**config.mk**
```make
export PLATFORM = sky130hd
export DESIGN_NAME = ssa_combine
export DESIGN_NICKNAME = d
export VERILOG_FILES = /design/src/rtl/ssa_combine.sv
export SDC_FILE = /design/constraint.sdc
export NUM_CORES = 1
export LEC_CHECK = 0
export CAP_MARGIN = 20
export CORE_MARGIN = 4
export CORE_UTILIZATION = 25
export DETAILED_ROUTE_END_ITERATION = 7
export PLACE_DENSITY = 0.52
export SLEW_MARGIN = 20
export SYNTH_ARGS = -nofsm -noshare
export SYNTH_HDL_FRONTEND = slang
export SYNTH_SLANG_ARGS = --single-unit
```
**constraint.sdc**
```tcl
create_clock -name clk -period 4.9 [get_ports clk]
set_input_delay 0.98 -clock clk [delete_from_list [all_inputs] [get_ports clk]]
set_output_delay 0.98 -clock clk [all_outputs]
set_load 0.03 [all_outputs]
```
**src/rtl/ssa_combine.sv**
```systemverilog
// Serial carry-propagating recombiner: folds NCOEF convolution coefficients into one binary product.
// Optional overflow flag output is enabled by defining SSA_COMBINE_OVF_EN.
module ssa_combine #(
    parameter int DIGIT_W = 2,
    parameter int COEF_W  = 12,
    parameter int NCOEF   = 7,
    parameter int OUT_W   = 16
) (
    input  logic                     clk,
    input  logic                     rst,
    input  logic                     in_valid,
    output logic                     in_ready,
    input  logic [NCOEF*COEF_W-1:0]  in,
    output logic                     out_valid,
    input  logic                     out_ready,
`ifdef SSA_COMBINE_OVF_EN
    output logic                     ovf,
`endif
    output logic [OUT_W-1:0]         out
);

    localparam int KW    = (NCOEF > 1) ? $clog2(NCOEF) : 1;
    localparam int RES_W = DIGIT_W * NCOEF;
    localparam int HI_W  = OUT_W - RES_W;

    typedef enum logic [1:0] {S_IDLE, S_RUN, S_DONE} state_t;

    state_t                    state_q, state_d;
    logic [NCOEF*COEF_W-1:0]   coef_q, coef_d;
    logic [COEF_W:0]           carry_q, carry_d;
    logic [RES_W-1:0]          result_q, result_d;
    logic [KW-1:0]             k_q, k_d;
    logic [OUT_W-1:0]          out_q, out_d;
    logic                      out_valid_q, out_valid_d;
    logic [COEF_W:0]           sum;
`ifdef SSA_COMBINE_OVF_EN
    logic                      ovf_q, ovf_d;
`endif

    always_comb begin
        state_d     = state_q;
        coef_d      = coef_q;
        carry_d     = carry_q;
        result_d    = result_q;
        k_d         = k_q;
        out_d       = out_q;
        out_valid_d = out_valid_q;
        sum         = '0;
`ifdef SSA_COMBINE_OVF_EN
        ovf_d       = ovf_q;
`endif
        case (state_q)
            S_IDLE: begin
                if (in_valid) begin
                    coef_d   = in;
                    carry_d  = '0;
                    result_d = '0;
                    k_d      = '0;
                    state_d  = S_RUN;
                end
            end
            S_RUN: begin
                // Carry stays below 2^COEF_W, so one extra bit holds the sum without loss.
                sum = carry_q + {1'b0, coef_q[COEF_W-1:0]};
                result_d[DIGIT_W*k_q +: DIGIT_W] = sum[DIGIT_W-1:0];
                carry_d = sum >> DIGIT_W;
                coef_d  = coef_q >> COEF_W;
                k_d     = k_q + KW'(1);
                if (k_q == KW'(NCOEF-1)) begin
                    state_d     = S_DONE;
                    out_valid_d = 1'b1;
                    out_d       = {carry_d[HI_W-1:0], result_d};
`ifdef SSA_COMBINE_OVF_EN
                    ovf_d       = |(carry_d >> HI_W);
`endif
                end
            end
            S_DONE: begin
                if (out_ready) begin
                    state_d     = S_IDLE;
                    out_valid_d = 1'b0;
`ifdef SSA_COMBINE_OVF_EN
                    ovf_d       = 1'b0;
`endif
                end
            end
            default: state_d = S_IDLE;
        endcase
    end

    always_ff @(posedge clk or posedge rst) begin
        if (rst) begin
            state_q     <= S_IDLE;
            coef_q      <= '0;
            carry_q     <= '0;
            result_q    <= '0;
            k_q         <= '0;
            out_q       <= '0;
            out_valid_q <= 1'b0;
`ifdef SSA_COMBINE_OVF_EN
            ovf_q       <= 1'b0;
`endif
        end else begin
            state_q     <= state_d;
            coef_q      <= coef_d;
            carry_q     <= carry_d;
            result_q    <= result_d;
            k_q         <= k_d;
            out_q       <= out_d;
            out_valid_q <= out_valid_d;
`ifdef SSA_COMBINE_OVF_EN
            ovf_q       <= ovf_d;
`endif
        end
    end

    // Held low during reset even though the state register already reads IDLE.
    assign in_ready  = (state_q == S_IDLE) && !rst;
    assign out_valid = out_valid_q;
    assign out       = out_q;
`ifdef SSA_COMBINE_OVF_EN
    assign ovf       = ovf_q;
`endif

endmodule

```
Yosys cells after proc, flatten, opt, wreduce, memory -nomap -nowiden

Index checks and enable logic that the tools add are counted.

Multiplexer cells: 16
Shifts and indexed selects: 2
Add/subtract/negate cells: 3
Reduce and logical (&&, ||, !) cells: 9
Eq/ne operators: 6

Operators with widths:

| operator                  | number |
|---|---|
| $pmux W84 S2              | 1 |
| $mux W84                  | 1 |
| $neg A4 Y34               | 1 |
| $shift A2 B34 Y14 const A | 1 |
| $shiftx A2 B34 Y14        | 1 |
| $pmux W14 S2              | 1 |
| $pmux W13 S2              | 1 |
| $bwmux W14                | 1 |
| $mux W14                  | 1 |
| $add A13 B12 Y13          | 1 |
| $mux W13                  | 1 |
| $mux W2                   | 3 |
| $ne A2 B2 Y1 const B      | 3 |
| $pmux W2 S3               | 1 |
| $pmux W3 S2               | 1 |
| $reduce_and A3 Y1         | 2 |
| $reduce_and A2 Y1         | 2 |
| $reduce_bool A2 Y1        | 2 |
| $add A3 B1 Y3 const B     | 1 |
| $eq A3 B3 Y1 const B      | 1 |
| $mux W3                   | 1 |
| $eq A2 B1 Y1 const B      | 1 |
| $eq A2 B2 Y1 const B      | 1 |
| $logic_not A2 Y1          | 1 |
| other kinds (4)           | 5 |

Word-level logic and storage cells: 43
Output and inout port bits: 18
Input bits: 88
Register bits: 133

Logic depth before layout (Yosys ltp)

Word-level depth: 4
Depth in mapped cells: 9
Mapped depth without buffers: 7

Least setup slack after synthesis

Ideal clock, no wire load.

Kind: in2out
From: input rst
To: output in_ready
Arrival time: 1632 ps
Stages: 1
Slack: 2288 ps
Path buffers: 0
Cells stage by stage: nor3_1

Cells in the longest elaborated chain, start to end: 2

Ends and longest elaborated chain:

| item                | RTL line | source |
|---|---|---|
| from (decl)         | 10       | `input logic rst,` |
| $logic_not A1 Y1    | 118      | `assign in_ready = (state_q == S_IDLE) && !rst;` |
| $logic_and A1 B1 Y1 | 118      |  |
| to (decl)           | 12       | `output logic in_ready,` |

No other way between the ends.

Worst setup path in the final report

Same ends and word-level chain as after synthesis.

==> flow_summary.yaml <==
worst_setup_path:
  cpMostUsedCell: "clkdlybuf4s50_1"
  critPathLaunchType: "input pin"
  endpoint_kind: "primary output"
  crit_type: "in -> out"
  cp_max_fo: 2
  max_stage_delay_ns: 0.71
  worstPathArrival_ns: 2.32
  cp_cell_sequence: "clkdlybuf4s50_1 > nor3_1 > clkdlybuf4s50_1"
  slowest_stage: "clkdlybuf4s50_1"
  crit_required_ns: 3.92
cells_and_area:
  fin_cells: 1138
  nNetsFinal: 890
  regArea_sq_um: 3281
  diodes: 0
  layout_common_cells: "129 x dfrtp_1, 104 x clkdlybuf4s50_1, 98 x o21ai_1"
  syn_to_final_growth_pct: 25.88
  multiInputGateArea_sq_um: 3289
  post-route-util_pct: 32.15
  final_common_cell: "dfrtp_1"
  drive_above_1_share_pct: 7.277
  fill_cells: 2790
placement:
  io_buffers: 105
  dp.cells: 1107
  dp_hpwl_um: 13360
  detailedPlace.worstSlack_ns: 1.593
  routabilityCongestion: 0.7140
hold_path:
  hold_path.class: "reg -> reg"
timing:
  hold_viol: 0
  clock_skew_ns: 0.01176
  relSlewSlack_pct: 29.76
  post-route-period-util_pct: 67.28
  worst_slack_ns: 1.603
  fmax_ghz: 0.3033
  finalSetupViolations: 0
  tightestPinTransition_ns: 1.054
  tns_ns: 0
  finalMaxSlewViolations: 0
  rsz0062_at_grt: "false"
  fin_crit_ns: 3.297
route:
  drtIter0Drc: 358
  avgViaCountPerCell: 4.960
  drc: 0
  wl_per_cell_um: 17.85
  wirelength_um: 20320
  ant_nets: 0
  first_pass_iters: 5
  routed-via-count: 5644
die:
  start_util_pct: 25.54
  core_sq_um: 27030
  chipHeight_um: 174.2
  num_rows: 60
  die_w_um: 174.2
  die-area_sq_um: 30330
  pin_count: 106
clock_tree:
  cts-root-buf: "clkbuf_16"
  cts_max_level: 4
  clockBufferDepth: 2
  cts_hold_buf: 0
  cts_setup_buffers: 0
  cts_tree: "yes"
  numCtsBuffers: 17
  clk_latency_ns: 0.42
  cts-resized-gates: 0
  cts.sinks: 131
  path_clk_slew_ns: 0.05
synth:
  seq_area_frac_synth_pct: 47.49
  syn_avg_cell_area_sq_um: 9.750
  syn-num-nets: 813
  synth_edf_count: 0
  ys_types: 54
  synthesis.area_sq_um: 6903
  ys_warn_count: 0
  ys.flop_type: "dfrtp_1"
  syn-instance-count: 708
  async_flop_share_pct: 100.0
  synth-seq-cells: 131
power_and_ir_drop:
  power.density_nw_per_um2: 609.9
  fin_total_pwr_mw: 5.300
  worst_ir_drop_vdd_v: 0.0002571
  p_leak_nw: 3.507
grt:
  antenna_found_initial: 0
  track_usage_pct: 13.36
  grt_max_degree: 89
  grt_pass1_vias: 5635
  grt_overflow: 0
  grt_pass1_wl_um: 32400
flow_run:
  cap_violations: 0
status:
  outcome: "finished clean"
==> area by class of cell <==
cell class	count	share of cell area [%]
sequential	131	37.75
tap	341	4.910
clock inverter	8	0.6335
clock buffer	23	5.385
timing repair buffer	114	12.96
multi-input combinational	510	37.85
inverter	11	0.5040
==> sequential cells by signal (all words and copies together) (netlist names) <==
register   flops
result_q      14
state_q        2
coef_q        84
carry_q       11
k_q            3
out_valid      1
out           16
==> worst paths after layout <==
| path | from | to | slack (ns) | cells after the start |
|---|---|---|---|---|
| worst max-delay path | rst | in_ready | 1.60 | 3 |
| min in group asynchronous | rst | coef_q[35] | 1.06 | 2 |
| max in group asynchronous | rst | coef_q[7] | 2.97 | 3 |
| worst min register to register | out[8] | out[8] | 0.48 | 2 |
| worst min-delay path | out[8] | out[8] | 0.48 | 2 |
| worst max register to register | k_q[0] | result_q[12] | 2.40 | 7 |
==> cell usage after synthesis, types with 4 or more instances <==
library cell / number / share of area, %
a21oi_1: 86 / 6.2
nand2b_1: 5 / 0.45
dfrtp_1: 131 / 47
a32o_1: 8 / 1.2
o21ai_2: 4 / 0.51
ha_1: 16 / 2.9
inv_1: 11 / 0.60
a22oi_1: 72 / 7.8
nor2b_1: 75 / 6.8
mux2i_1: 12 / 1.7
nand3_1: 4 / 0.29
buf_4: 5 / 0.54
buf_2: 22 / 1.6
o21ai_0: 12 / 0.87
nor3_1: 6 / 0.44
a22o_1: 13 / 1.6
o21ai_1: 98 / 7.1
buf_1: 10 / 0.54
nand2_1: 41 / 2.2
nor2_1: 9 / 0.49
clkbuf_1: 12 / 0.65
buf_6: 7 / 1.1
==> kinds of logic after synthesis <==
family,count (synthesis),share of synthesized area (%)
AOI/OAI and AO/OA,314,28.11
xor gates and xnor gates,3,0.3807
adders and majority gates,17,3.190
buffers and inverters,67,5.075
DFF,131,47.49
muxes,12,1.740
and+or+nand+nor,164,14.01
==> critical path, delay by kind of cell <==
kind	cells	cell delay, ns
buffers and inverters	2	1.17
and+or+nand+nor	1	0.17
==> power by group <==
part	total, mW	switching, mW	internal, mW
combinational	2.26	1.32	0.944
clock	1.15	0.484	0.670
sequential	1.89	0.389	1.50
==> metal layers <==
layer,GRT usage [%],part of all wire (%),vias up
met5,0,0,-
met4,3.695,1.1,0
met3,2.958,3.5,14
met2,20.10,47,130
met1,19.35,49,2756
li1,-,-,2744
==> per-stage QoR <==
stage / hold WS [ns] / area (sq um)
after floorplan: 0.4438 / 6903
after global placement: 0.4611 / 8167
after detailed placement: 0.4669 / 8167
after CTS: 0.4812 / 8690
after global routing: 0.4964 / 8690
final: 0.4766 / 8690
No activity file was read; power rests on OpenSTA's default activity.
